==> src/rtl/cache_refill_unit.sv <==
// Cache line-fill engine: one line-aligned burst per miss, each beat written straight into the data RAM.
// Latency: address phase the cycle after accept, beats 1/cycle, refill_done LINE_WORDS+2 cycles after accept at best.
// Backpressure: arvalid/araddr held until arready; rready high for the whole data phase, rvalid gaps stall the beat counter.
//
// Ports:
//   clk, resetn                      single rising-edge clock, asynchronous active-low reset
//   miss_req/miss_addr/miss_ready    refill request from the pipeline, accepted only when idle
//   mem_ar*                          burst address channel (arlen fixed at LINE_WORDS-1)
//   mem_r*                           burst data channel
//   ram_en/ram_we/ram_addr/ram_din   data RAM write port, driven combinationally from the accepted beat
//   crit_valid/crit_data             registered copy of the missed word, one-cycle pulse
//   refill_done                      one-cycle pulse once the whole line is resident
//   proto_err                        sticky flag: mem_rlast disagreed with the beat count
module cache_refill_unit #(
   parameter int LEN_DATA   = 32,
   parameter int LEN_ADDR   = 10,
   parameter int LINE_WORDS = 8
) (
   input  logic                  clk,
   input  logic                  resetn,
   input  logic                  miss_req,
   input  logic [31:0]           miss_addr,
   output logic                  miss_ready,
   output logic                  mem_arvalid,
   output logic [31:0]           mem_araddr,
   output logic [7:0]            mem_arlen,
   input  logic                  mem_arready,
   input  logic                  mem_rvalid,
   input  logic [LEN_DATA-1:0]   mem_rdata,
   input  logic                  mem_rlast,
   output logic                  mem_rready,
   output logic                  ram_en,
   output logic [LEN_DATA/8-1:0] ram_we,
   output logic [LEN_ADDR-1:0]   ram_addr,
   output logic [LEN_DATA-1:0]   ram_din,
   output logic                  crit_valid,
   output logic [LEN_DATA-1:0]   crit_data,
   output logic                  refill_done,
   output logic                  proto_err
);

   localparam int OFF_W = $clog2(LINE_WORDS);
   localparam int IDX_W = LEN_ADDR - OFF_W;
   localparam logic [OFF_W-1:0] LAST_CNT = OFF_W'(LINE_WORDS - 1);

   typedef enum logic [1:0] {
      ST_IDLE,
      ST_ADDR,
      ST_DATA,
      ST_DONE
   } state_t;

   state_t                r_state;
   state_t                w_state_nxt;
   logic [31:0]           r_addr;
   logic [OFF_W-1:0]      r_cnt;
   logic                  r_crit_vld;
   logic [LEN_DATA-1:0]   r_crit_dat;
   logic                  r_proto_err;

   logic                  w_beat;
   logic                  w_last;
   logic                  w_crit_hit;
   logic                  w_unused;

   // Byte-offset bits of the request never reach the word-addressed RAM or the aligned burst.
   assign w_unused   = ^r_addr[1:0];

   assign w_last     = (r_cnt == LAST_CNT);
   assign w_crit_hit = (r_cnt == r_addr[2 +: OFF_W]);

   // Next-state and handshake outputs
   always_comb begin
      w_state_nxt = r_state;
      miss_ready  = 1'b0;
      mem_arvalid = 1'b0;
      mem_rready  = 1'b0;
      w_beat      = 1'b0;
      refill_done = 1'b0;
      case (r_state)
         ST_IDLE: begin
            miss_ready = 1'b1;
            if (miss_req) begin
               w_state_nxt = ST_ADDR;
            end
         end
         ST_ADDR: begin
            mem_arvalid = 1'b1;
            if (mem_arready) begin
               w_state_nxt = ST_DATA;
            end
         end
         ST_DATA: begin
            mem_rready = 1'b1;
            w_beat     = mem_rvalid;
            // Completion follows the beat count only; rlast is just cross-checked.
            if (mem_rvalid && w_last) begin
               w_state_nxt = ST_DONE;
            end
         end
         ST_DONE: begin
            refill_done = 1'b1;
            w_state_nxt = ST_IDLE;
         end
         default: begin
            w_state_nxt = ST_IDLE;
         end
      endcase
   end

   always_ff @(posedge clk or negedge resetn) begin
      if (!resetn) begin
         r_state <= ST_IDLE;
      end else begin
         r_state <= w_state_nxt;
      end
   end

   always_ff @(posedge clk or negedge resetn) begin
      if (!resetn) begin
         r_addr      <= '0;
         r_cnt       <= '0;
         r_crit_vld  <= 1'b0;
         r_crit_dat  <= '0;
         r_proto_err <= 1'b0;
      end else begin
         r_crit_vld <= w_beat && w_crit_hit;
         if (miss_ready && miss_req) begin
            r_addr <= miss_addr;
            r_cnt  <= '0;
         end
         if (w_beat) begin
            r_cnt <= r_cnt + OFF_W'(1);
            if (w_crit_hit) begin
               r_crit_dat <= mem_rdata;
            end
            if (mem_rlast != w_last) begin
               r_proto_err <= 1'b1;
            end
         end
      end
   end

   assign mem_araddr = {r_addr[31:2+OFF_W], {(2+OFF_W){1'b0}}};
   assign mem_arlen  = 8'(LINE_WORDS - 1);
   assign ram_en     = w_beat;
   assign ram_we     = {(LEN_DATA/8){w_beat}};
   assign ram_addr   = {r_addr[2+OFF_W +: IDX_W], r_cnt};
   assign ram_din    = mem_rdata;
   assign crit_valid = r_crit_vld;
   assign crit_data  = r_crit_dat;
   assign proto_err  = r_proto_err;

endmodule
==> config.mk <==
export PLATFORM = sky130hd
export DESIGN_NAME = cache_refill_unit
export DESIGN_NICKNAME = d
export VERILOG_FILES = /design/src/rtl/cache_refill_unit.sv
export SDC_FILE = /design/constraint.sdc
export NUM_CORES = 1
export LEC_CHECK = 0
export BUFFER_PORTS_ARGS = -buffer_cell sky130_fd_sc_hd__buf_2
export CAP_MARGIN = 25
export CORE_ASPECT_RATIO = 0.75
export CORE_MARGIN = 3
export CORE_UTILIZATION = 44
export CTS_CLUSTER_DIAMETER = 80
export DETAILED_ROUTE_END_ITERATION = 6
export PLACE_DENSITY_LB_ADDON = 0.3
export SETUP_SLACK_MARGIN = 0.02
export SYNTH_ARGS = -nofsm -noshare
export SYNTH_HDL_FRONTEND = slang
export SYNTH_SLANG_ARGS = --single-unit
==> constraint.sdc <==
create_clock -name clk -period 2.1 [get_ports clk]
set_clock_uncertainty 0.05 [all_clocks]
set_input_delay 0.21 -clock clk [delete_from_list [all_inputs] [get_ports clk]]
set_output_delay 0.21 -clock clk [all_outputs]
set_load 0.02 [all_outputs]
Word level (Yosys, flattened, before mapping)
Cells that the tools add are included.
{"block": "op_classes", "n_reduce_logical": 8, "n_eq_ne": 9, "add_sub_neg": 1, "n_mux": 11}
{"cell": "2-bit one-hot mux with 4 select lines", "count": 1}
{"cell": "2-bit two-way mux", "count": 3}
{"cell": "3-bit two-way mux", "count": 2}
{"cell": "2-bit inequality test, second input constant", "count": 3}
{"cell": "1-bit two-way mux", "count": 5}
{"cell": "2-bit equality test, second input constant", "count": 2}
{"cell": "2-bit AND reduction", "count": 2}
{"cell": "3-bit by 1-bit adder with 3-bit output, second input constant", "count": 1}
{"cell": "3-bit equality test", "count": 1}
{"cell": "3-bit equality test, second input constant", "count": 1}
{"cell": "1-bit logical AND", "count": 3}
{"cell": "3-bit AND reduction", "count": 1}
{"cell": "2-bit by 1-bit equality test with 1-bit output, second input constant", "count": 1}
{"cell": "2-bit logical NOT", "count": 1}
{"cell": "2-bit nonzero test", "count": 1}
{"cell": "1-bit inequality test", "count": 1}
{"block": "word_totals", "register_bits": 71, "wordCells": 35, "input_bits": 70}

Depth between registers and ports, before layout
Gate-level depths: netlist (run 1).
{"block": "depth", "word_depth": 5, "depth_mapped": 6, "depth_no_buf": 6}

Least setup slack after synthesis (run 1)
Ideal clock, no wire load.
{"block": "synth_timing", "path_kind": "register -> register", "startpoint": "register r_state[0]", "endpoint": "register r_crit_dat[10], in the netlist crit_data[10]", "n_path_buf": 1, "period_less_slack_ps": 2144, "t_arrival_ps": 1970, "path_slack_ps": -44, "path_stages_with_launch": 7, "setup_time_ps": 125, "path_cell_list": "dfrtp_1 inv_1 ha_1 nand2_1 nor4_4 buf_6 mux2_2"}
{"block": "synth_between", "elab_chain_len": 3}
{"item": "start, declared", "line_no": "53", "source": "state_t r_state;"}
{"item": "start signal, assigned", "line_no": "115", "source": "r_state <= w_state_nxt;"}
{"item": "2-bit equality test", "line_no": "80", "source": "case (r_state)"}
{"item": "1-bit two-way mux", "line_no": "80"}
{"item": "2-bit AND reduction (no line)"}
{"item": "end signal, assigned", "line_no": "135", "source": "r_crit_dat <= mem_rdata;"}
{"item": "end, declared", "line_no": "58", "source": "logic [LEN_DATA-1:0] r_crit_dat;"}
No other way between the ends.
A chain may end at the register's enable or synchronous reset.

Worst setup path after layout (run 1)
Same ends and word-level chain as after synthesis.

==> results.md, run 1 <==
* CTS Buffer Depth at 2
* Root buf cell: clkbuf_8
* Routed WL per cell at 13.5 um
* Row count at 26
* Power Dens Cells at 1580 mW/mm2
* Post-CTS Setup Bufs at 0
* Tot GR Track Use at 14.9%
* Final Cell Area at 0.00403 mm2
* Mean post-synth cell area at 13.3 um2
* Worst hold path class: input pin to register
* Register bit count reported by yosys at 69
* Fin. max-slew vios at 0
* RD Place Congestion at 0.788
* First-pass GRT wire length at 10200 um
* P&R area growth vs syn at 20.0%
* Fraction of layout cells with a size suffix above 1 at 70.1%
* Die width at 107 um
* Global route overflow at 0
* DRC Markers at 0
* Proportion of synthesized chip area in sequential cells at 51.5%
* TritonCTS clock tree: done
* Endpoints failing setup at 0
* Setup TNS at 0 ns
* Crit end category: register
* Post-synth top area share at 51.5%
* Final Critical Period at 1.97 ns
* Detail Route Antenna Nets at 0
* Cells after synthesis at 253
* # nets final at 447
* DP Area at 0.00383 mm2
* Depth of the CTS H-tree at 3
* P_leak at 2.16 nW
* Pwr Total at 6.38 mW
* Reg-to-Reg Start: r_state[0]
* Count of input and output buffers at 179
* Worst setup startpoint: r_state[0]
* Via count at 2071
* Synthesized area at 0.00336 mm2
* WHS at 0.0504 ns
* Clock sinks at 69
* Top cells by area, synth: dfrtp_1 (51%), mux2_2 (21%), buf_4 (19%), ha_1 (2.6%), xor2_1 (1.0%)
* Number of placed I/O pins at 195
* Avg Vias per Cell at 4.39
* Worst-path fanout max at 33
* VDD IR max at 0.000642 V
* CP startpoint kind: register
* Pre-Repair DR Iteration Count at 4
* DP Wirelength at 5000 um
* Die area at 0.00872 mm2
* Vias in the first global route at 2073
* Worst-Skew Late Latency at 0.33 ns
* Starting Density at 47.3%
* Chip height at 81.6 um
* Final Worst Setup Slack at 0.131 ns
* Core ar. at 0.00709 mm2
* Hold path startpoint: miss_addr[15]
* CTS clk-pin slew, worst paths at 0.08 ns
* Crit path kind: register to register
* # diodes at 0
* Dpl ws at 0.163 ns
* Largest net degree at the start of global routing at 70
* Num CTS Buffers at 9
* RSZ-0062 raised after global routing: yes
* Total Wirelength at 6370 um
* Worst EP arrival at 2.14 ns
* Area leader, netlist: dfrtp_1
* Yosys Warn Count at 0
* Initial antenna violation count at 0
* DRT iter0 DRCs at 47
* Final Hold Vio Count at 0
* Maxcap violations at 0
* Worst Path Required at 2.27 ns
* Distinct cells, synth at 22
* Fmax at 508 MHz
* Status: finished clean
* Period utilisation layout at 93.8%
==> synth_stat cells <==
cell and number:
a222oi_1 1, a22oi_1 1, clkbuf_1 2, mux2_2 62
a21o_1 1, dfrtp_1 69, buf_1 1, buf_6 3
a21oi_1 1, mux2_1 1, a22o_1 2, nor4_4 1
xor2_1 4, inv_1 5, ha_1 7, buf_4 83
nor2_1 1, a2bb2oi_1 1, conb_1 2, o21ai_0 1
nand2_1 3, nand3_1 1
==> layer usage <==
| layer | vias to the layer above | part of all wire [%] | track usage [%] |
|---|---|---|---|
| li1 | 983 | - | - |
| met1 | 982 | 38 | 17.1 |
| met2 | 100 | 52 | 27.1 |
| met3 | 6 | 9.1 | 5.89 |
| met4 | 0 | 0.64 | 2.30 |
| met5 | - | 0 | 0 |
==> flip-flops by register name, summed over array words and instances, names as in the netlist <==
register,cells
proto_err,1
r_cnt,3
r_addr,30
crit_valid,1
r_state,2
crit_data,32
==> critical path: stages, from the launching register on <==
cell,delay [ns]
dfrtp_1,0.42
inv_1,0.12
ha_1,0.24
nand2_1,0.18
nor4_4,0.22
buf_12,0.24
mux2_2,0.36
==> what timing repair did <==
| item | 4_1_cts | 5_1_grt |
|---|---|---|
| setup endpoints to repair | 0 | 5 |
| hold endpoints to repair | 69 | 0 |
| hold buffers | 1 | 0 |
| gates resized for setup | 0 | 1 |
==> area by class of cell <==
type / instances / area, um2
fillers: 632 / 3070
inverters: 5 / 18.8
repair buffers: 184 / 986
clock inverters: 6 / 65.1
multi-input cells: 101 / 983
clock buffers: 9 / 124
flip-flops and latches: 69 / 1730
well taps: 98 / 123
==> power breakdown <==
part | leakage (nW) | total [mW] | internal [mW] | switching (mW)
Combinational | 1.23 | 3.05 | 1.28 | 1.77
Sequential | 0.839 | 2.30 | 1.97 | 0.330
Clock | 0.0950 | 1.02 | 0.541 | 0.483
Total | 2.16 | 6.38 | 3.80 | 2.58
==> layout by cell type (no fill, tap or decap), types with 3 or more instances in the layout <==
master / netlist / layout
buf_12: 0 / 4
conb_1: 2 / 13
mux2_2: 62 / 62
buf_2: 0 / 179
xor2_1: 4 / 4
ha_1: 7 / 7
nand2_1: 3 / 3
clkbuf_8: 0 / 9
inv_1: 5 / 4
dfrtp_1: 69 / 69
==> cell families (layout without fill, tap and decap cells) <==
| logic type | count (synthesis) | in the layout | share of synthesized area [%] |
|---|---|---|---|
| other cells | 2 | 13 | 0.224 |
| simple gates | 6 | 6 | 1.23 |
| xor+xnor | 4 | 4 | 1.04 |
| mux | 63 | 63 | 21.1 |
| fa+ha+maj | 7 | 7 | 2.61 |
| buf+inv | 94 | 204 | 20.5 |
| compound gates | 8 | 8 | 1.83 |
| flops | 69 | 69 | 51.5 |
==> final timing paths <==
kind	to	slack [ns]	cells after the start
worst max-delay path	crit_data[10]	0.13	6
worst min-delay path	r_addr[15]	0.05	2
worst max register to register	crit_data[10]	0.13	6
worst min register to register	proto_err	0.42	1
max in group asynchronous	r_addr[10]	1.33	3
min in group asynchronous	crit_data[26]	0.37	3
==> per-stage QoR <==
step                      instances  util, %
after global placement          456     54.0
after detailed placement        456     54.0
after floorplan                 264        -
after CTS                       472     56.8
final                           472     56.8
after global routing            472     56.8
Note: power is estimated with default switching activity, not from simulation.
==> inputs of run 2 (changes only) <==
Settings changed: SETUP_SLACK_MARGIN 0.02 to 0.5.
==> run 2 against run 1 <==
Net effect:
- largest cell class unchanged
- clock power up 8%
- sequential share of layout area down 2.9 points
- die area unchanged
- via count up 5.0%
- critical endpoint unchanged
- core utilization up 4.3 points
- flip-flop and latch count unchanged
==> results.md, run 2 (synthesis results as in run 1) <==
* Status: finished clean
* First-pass GRT wire length at 9870 um (-2.9%)
* Num CTS Buffers at 9 (unchanged)
* CTS clk-pin slew, worst paths at 0.07 ns (about the same)
* Delay-heaviest family, CP: flip-flops
* Avg Vias per Cell at 4.49 (+2.4%)
* Setup TNS at 0 ns (unchanged)
* # diodes at 0 (unchanged)
* Row count at 26 (unchanged)
* Final Cell Area at 0.00433 mm2 (+7.6%)
* Final Hold Vio Count at 0 (unchanged)
* Crit end category: register
* Vias in the first global route at 2012 (-2.9%)
* Routed WL per cell at 15.0 um (+11%)
* Worst EP arrival at 1.90 ns (-0.24 ns)
* DRC Markers at 0 (unchanged)
* Root buf cell: clkbuf_8
* Fmax at 578 MHz (+14%)
* Clock sinks at 69 (unchanged)
* Crit path kind: register to register
* # nets final at 458 (+2.5%)
* Pwr Total at 6.89 mW (+8.1%)
* Worst Path Required at 2.27 ns (about the same)
* Detail Route Antenna Nets at 0 (unchanged)
* TritonCTS clock tree: done
* Tot GR Track Use at 14.9% (-0.022 points)
* Final Critical Period at 1.73 ns (-0.238 ns)
* Critical path's slowest cell: dfrtp_1
* RD Place Congestion at 0.807 (+2.4%)
* Depth of the CTS H-tree at 3 (unchanged)
* DP Area at 0.00384 mm2 (+0.23%)
* Finished Layout Cells at 484 (+2.5%)
* Die area at 0.00872 mm2 (unchanged)
* Largest net degree at the start of global routing at 70 (unchanged)
* CP startpoint kind: register
* Pre-Repair DR Iteration Count at 4 (unchanged)
* VDD IR max at 0.000768 V (+20%)
* Maxcap violations at 0 (unchanged)
* Via count at 2174 (+5.0%)
* Global route overflow at 0 (unchanged)
* Ordered cell list for the critical path: xor2_2 > nor4_4 > buf_6 > clkbuf_16 > mux2_2
* DRT iter0 DRCs at 74 (+57%)
* Worst-path fanout max at 8 (-76%)
* Fin. max-slew vios at 0 (unchanged)
* Max reg flops at 32 (unchanged)
* Number of placed I/O pins at 195 (unchanged)
* Endpoints failing setup at 0 (unchanged)
* CTS Buffer Depth at 2 (unchanged)
* Fraction of layout cells with a size suffix above 1 at 74.4% (+4.3 points)
* Power Dens Cells at 1590 mW/mm2 (+0.44%)
* P_leak at 2.30 nW (+6.2%)
* Hold path startpoint: miss_addr[3]
* Cells after DPL at 455 (-0.22%)
* DP Wirelength at 5040 um (+0.85%)
* Die width at 107 um (unchanged)
* Initial antenna violation count at 0 (unchanged)
* P&R area growth vs syn at 29.1%
* Most common cell after layout, fill and taps aside: buf_2
* Core ar. at 0.00709 mm2 (unchanged)
* Reg-to-Reg Start: r_addr[3]
* RSZ-0062 raised after global routing: yes
* Total Wirelength at 7280 um (+14%)
* Worst hold path class: input pin to register
* Commonest non-fill, non-tap cells in the layout: buf_2 (174), dfrtp_1 (65), mux2_2 (41), mux2_4 (22), conb_1 (13)
* CP Buf/Inv Count at 2 (unchanged)
* CP max stage delay at 0.41 ns (about the same)
* Chip height at 81.6 um (unchanged)
* Worst-Skew Late Latency at 0.33 ns (about the same)
* Period utilisation layout at 82.5% (-11 points)
* Count of input and output buffers at 179 (unchanged)
* Worst setup startpoint: r_addr[3]
* Starting Density at 47.3% (unchanged)
[run 2: cell types whose count changed in the layout (fill, tap and decap cells not counted), sizes merged]
cell	before	now
buf	183	191
clkbuf	9	14
clkinv	4	2
clkinvlp	1	2
[run 2: worst paths after layout]
path	endpoint	slack (ns)	cells after the start
setup / recovery	crit_data[10]	0.37	5
hold / removal	r_addr[3]	0.05	2
min in group asynchronous	crit_data[23]	0.36	3
hold reg to reg	proto_err	0.43	1
setup reg to reg	crit_data[10]	0.37	5
max in group asynchronous	r_cnt[0]	1.33	3
[run 2: power breakdown]
part	switching, mW	internal (mW)	total, mW
clock	0.490	0.613	1.10
combinational	1.87	1.59	3.45
sequential	0.355	1.98	2.33
total	2.71	4.18	6.89
[run 2: what timing repair did]
| item | CTS | global route |
|---|---|---|
| buffers inserted | 5 | 3 |
| hold buffers | 1 | 0 |
| gates resized for setup | 5 | 34 |
| pin swaps | 1 | 1 |
| hold endpoints to repair | 69 | 0 |
| endpoints found under the setup margin | 66 | 70 |
| cloned | 0 | 4 |
[run 2: per-stage QoR]
step / setup WS (ns) / hold slack, ns / utilization [%]
6_report: 0.369 / 0.0507 / 61.1
5_1_grt: 0.295 / 0.0226 / 61.1
4_1_cts: 0.363 / 0.0273 / 57.9
3_5_place_dp: 0.320 / 0.211 / 54.1
3_3_place_gp: 0.364 / 0.209 / 54.1
2_1_floorplan: 0.319 / -0.136 / -
[run 2: layer usage]
metal / global-route usage, % / wire length [um] / up-vias
met2: 25.9 / 3480 / 113
li1: - / - / 1005
met1: 16.9 / 3050 / 1051
met3: 6.76 / 677 / 5
met4: 3.83 / 63 / 0
met5: 0 / 0 / -
[run 2: final cells by class]
cell class	instances	area [um2]
clock buffers	11	151
clock inverters	5	58.8
fillers	586	2760
inverters	5	21.3
multi-input cells	101	1100
flip-flops and latches	69	1730
well taps	98	123
repair buffers	195	1140
==> inputs of run 3 (changes only) <==
Settings changed: ABC_AREA from default to 1, CORE_UTILIZATION 44 to 40.
Clock period 2.1 ns to 1.5 ns, I/O delays scaled along.
==> run 3 against run 2 <==
Net effect:
- the run now ends with setup timing left
- final area is 34% higher
- via count up 32%
- flip-flop and latch count stayed put
- first-iteration DRC count rose by 82%
- synthesized area grew 4.1%
- setup slack lost 0.40 ns
- worst hold slack worse by 0.039 ns
- maximum frequency up 13%
- register-to-register slack got worse by 0.40 ns
- global-route usage grew 3.5 points
- critical path depth is 4 higher
- clock power is 110% higher
- largest cell class is now non-clock buffers
==> results.md, run 3 <==
* Vias in the first global route at 2902 (+44%)
* Proportion of synthesized chip area in sequential cells at 49.4% (-2.0 points)
* Asr flop ratio synth at 100% (unchanged)
* Die area at 0.00991 mm2 (+14%)
* TritonCTS clock tree: done
* Crit end category: register
* P_leak at 3.09 nW (+34%)
* VDD IR max at 0.00146 V (+90%)
* Worst hold path class: input pin to register
* P&R area growth vs syn at 66.3%
* Post-synth top area share at 49.4% (-2.0 points)
* Initial antenna violation count at 0 (unchanged)
* Num CTS Buffers at 9 (unchanged)
* R2R cell count at 9 (+4)
* EDFF count, synth at 0 (unchanged)
* Via count at 2872 (+32%)
* Most frequent cells after synthesis: buf_4 (86), nand2_1 (78), dfrtp_1 (69), nand3_1 (32), mux2_2 (27)
* Reg-to-Reg Start: r_state[1]
* Area leader, netlist: dfrtp_1
* Sequential power share at 26.1% (-7.8 points)
* Number of placed I/O pins at 195 (unchanged)
* Cells after synthesis at 346 (+37%)
* Die width at 114 um (+6.6%)
* DRC Markers at 0 (unchanged)
* Global route overflow at 0 (unchanged)
* CTS Buffer Depth at 2 (unchanged)
* # diodes at 0 (unchanged)
* RD Place Congestion at 0.757 (-6.2%)
* Worst-Skew Late Latency at 0.32 ns (about the same)
* Worst-path fanout max at 8 (unchanged)
* Failing checks: setup timing
* Sw Pwr at 4.88 mW (+80%)
* Final Critical Period at 1.53 ns (-0.205 ns)
* Commonest non-fill, non-tap cells in the layout: buf_2 (99), buf_6 (83), dfrtp_1 (65), nand2_1 (57), buf_4 (43)
* Slack of the worst reg-to-reg path at -0.03 ns (-0.40 ns)
* Count leader, synth: buf_4
* Mean post-synth cell area at 10.1 um2 (-24%)
* Largest net degree at the start of global routing at 70 (unchanged)
* Tot GR Track Use at 18.4% (+3.5 points)
* Root buf cell: clkbuf_16
* Core ar. at 0.00820 mm2 (+16%)
* Starting Density at 42.6% (-4.7 points)
* Period utilisation layout at 102% (+19 points)
* Fmax at 655 MHz (+13%)
* Setup TNS at -0.166 ns (-0.166 ns)
* Primary FF master, synth: dfrtp_1
* Final Worst Setup Slack at -0.0270 ns (-0.395 ns)
* Crit path kind: register to register
* Hold path cells at 2 (unchanged)
* # fillers at 552 (-5.8%)
* Register bit count reported by yosys at 69 (unchanged)
* Pre-Repair DR Iteration Count at 4 (unchanged)
* Fin. max-slew vios at 0 (unchanged)
* Distinct cells, synth at 22 (unchanged)
* Maxcap violations at 0 (unchanged)
* Clock power frac at 18.2% (+2.2 points)
* Hold path startpoint: miss_addr[8]
* Most common cell after layout, fill and taps aside: buf_2
* Hold Path Sink: r_addr[8]
* Endpoints failing setup at 14 (+14)
* Final Hold Vio Count at 0 (unchanged)
* CTS clk-pin slew, worst paths at 0.06 ns (about the same)
* DP Wirelength at 5450 um (+8.0%)
* Max reg flops at 32 (unchanged)
* DRT iter0 DRCs at 135 (+82%)
* Worst EP arrival at 1.69 ns (-0.21 ns)
* Status: finished with violations
* RSZ-0062 raised after global routing: yes
* Worst R2R End: crit_data[5]
* Total Wirelength at 10000 um (+38%)
* Synthesized area at 0.00349 mm2 (+4.1%)
* Pint at 7.94 mW (+90%)
* Clock sinks at 69 (unchanged)
* Chip height at 86.9 um (+6.5%)
* Power Dens Cells at 2210 mW/mm2 (+39%)
* Routed WL per cell at 15.8 um (+5.1%)
* Switch share at 38.1% (-1.3 points)
* Avg Vias per Cell at 4.52 (+0.69%)
* Worst Path Required at 1.66 ns (-0.61 ns)
* # nets final at 602 (+31%)
* Detail Route Antenna Nets at 0 (unchanged)
* Top cells by area, synth: dfrtp_1 (49%), buf_4 (18%), mux2_2 (8.7%), nand2_1 (8.4%), nand3_1 (4.6%)
* Count of input and output buffers at 179 (unchanged)
* CP startpoint kind: register
* Dpl ws at -0.0826 ns (-0.403 ns)
* Row count at 28 (+7.7%)
* Depth of the CTS H-tree at 3 (unchanged)
* Combinational group share of total power at 55.8% (+5.7 points)
* Fraction of layout cells with a size suffix above 1 at 63.6% (-11 points)
* First-pass GRT wire length at 14300 um (+45%)
* Yosys Warn Count at 0 (unchanged)
run 3: cell types whose count changed after synthesis, sizes merged, moves of 5 or more:
cell and delta:
nor2 +7, buf +8, mux2 -36, nand2 +80
inv +5, nand3 +31
run 3: cell families after synthesis:
logic type	synth area share, %
compound gates	1.72
mux	8.70
simple gates	15.7
other cells	0.215
buf+inv	21.5
flops	49.4
xor+xnor	0.251
fa+ha+maj	2.51
run 3: cell type report:
cell class / instances / area (um2) / share of cell area, %
Timing Repair Buffer: 246 / 2070 / 35.6
Sequential cell: 69 / 1730 / 29.8
Multi-Input combinational cell: 188 / 1490 / 25.6
Clock buffer: 11 / 253 / 4.35
Tap cell: 105 / 131 / 2.26
Clock inverter: 5 / 81.3 / 1.40
Inverter: 11 / 53.8 / 0.926
run 3: routing by layer:
metal	vias to the layer above	track usage, %	wire length, um
li1	1369	-	-
met2	129	32.3	5060
met1	1363	22.3	4050
met3	11	5.07	790
met5	-	0	0
met4	0	5.18	129
run 3: worst max-delay path by stage:
stage / start / cells after the start / slack, ns / end
final: r_state[1] / 9 / -0.03 / crit_data[5]
after floorplan: r_state[1] / 5 / 0.006 / r_addr[19]
after global placement: r_state[1] / 4 / -0.03 / r_addr[21]
after detailed placement: r_state[1] / 4 / -0.08 / r_addr[9]
after CTS: r_state[0] / 10 / -0.02 / crit_data[12]
after global routing: r_state[0] / 10 / -0.09 / crit_data[1]
run 3: what timing repair did:
item                                   4_1_cts  5_1_grt
cloned                                       5        4
setup endpoints to repair                  149      149
endpoints found under the hold margin       79        0
gates resized for setup                    201       51
setup buffers                               22       21
pin swaps                                    6       23
hold buffers                                11        0
run 3: stage by stage:
| step | power (mW) | instance area, um2 | instances | util (%) | hold WS (ns) |
|---|---|---|---|---|---|
| 2_1_floorplan | 6.68 | 3620 | 357 | - | -0.196 |
| 3_3_place_gp | 7.33 | 4020 | 556 | 49.1 | 0.153 |
| 3_5_place_dp | 7.43 | 4020 | 556 | 49.1 | 0.153 |
| 4_1_cts | 12.0 | 5390 | 610 | 65.8 | 0.000152 |
| 5_1_grt | 13.5 | 5810 | 635 | 70.9 | 0.00592 |
| 6_report | 12.8 | 5810 | 635 | 70.9 | 0.0120 |
run 3: worst max-delay path: stages, from the launching register on:
cell and delay, ns:
dfrtp_2 0.44, ha_4 0.19, nand2_4 0.10, clkinv_8 0.08, nand2_8 0.07, nor2_8 0.04
buf_12 0.15, clkbuf_16 0.16, nand3_1 0.06, nand2_1 0.06
run 3: power groups by stage:
stage / clock network, mW / registers [mW] / logic (mW)
2_1_floorplan: 0 / 3.45 / 3.23
3_3_place_gp: 0 / 3.08 / 4.25
3_5_place_dp: 0 / 3.09 / 4.34
4_1_cts: 2.38 / 3.27 / 6.33
5_1_grt: 2.46 / 3.43 / 7.60
6_report: 2.33 / 3.34 / 7.15
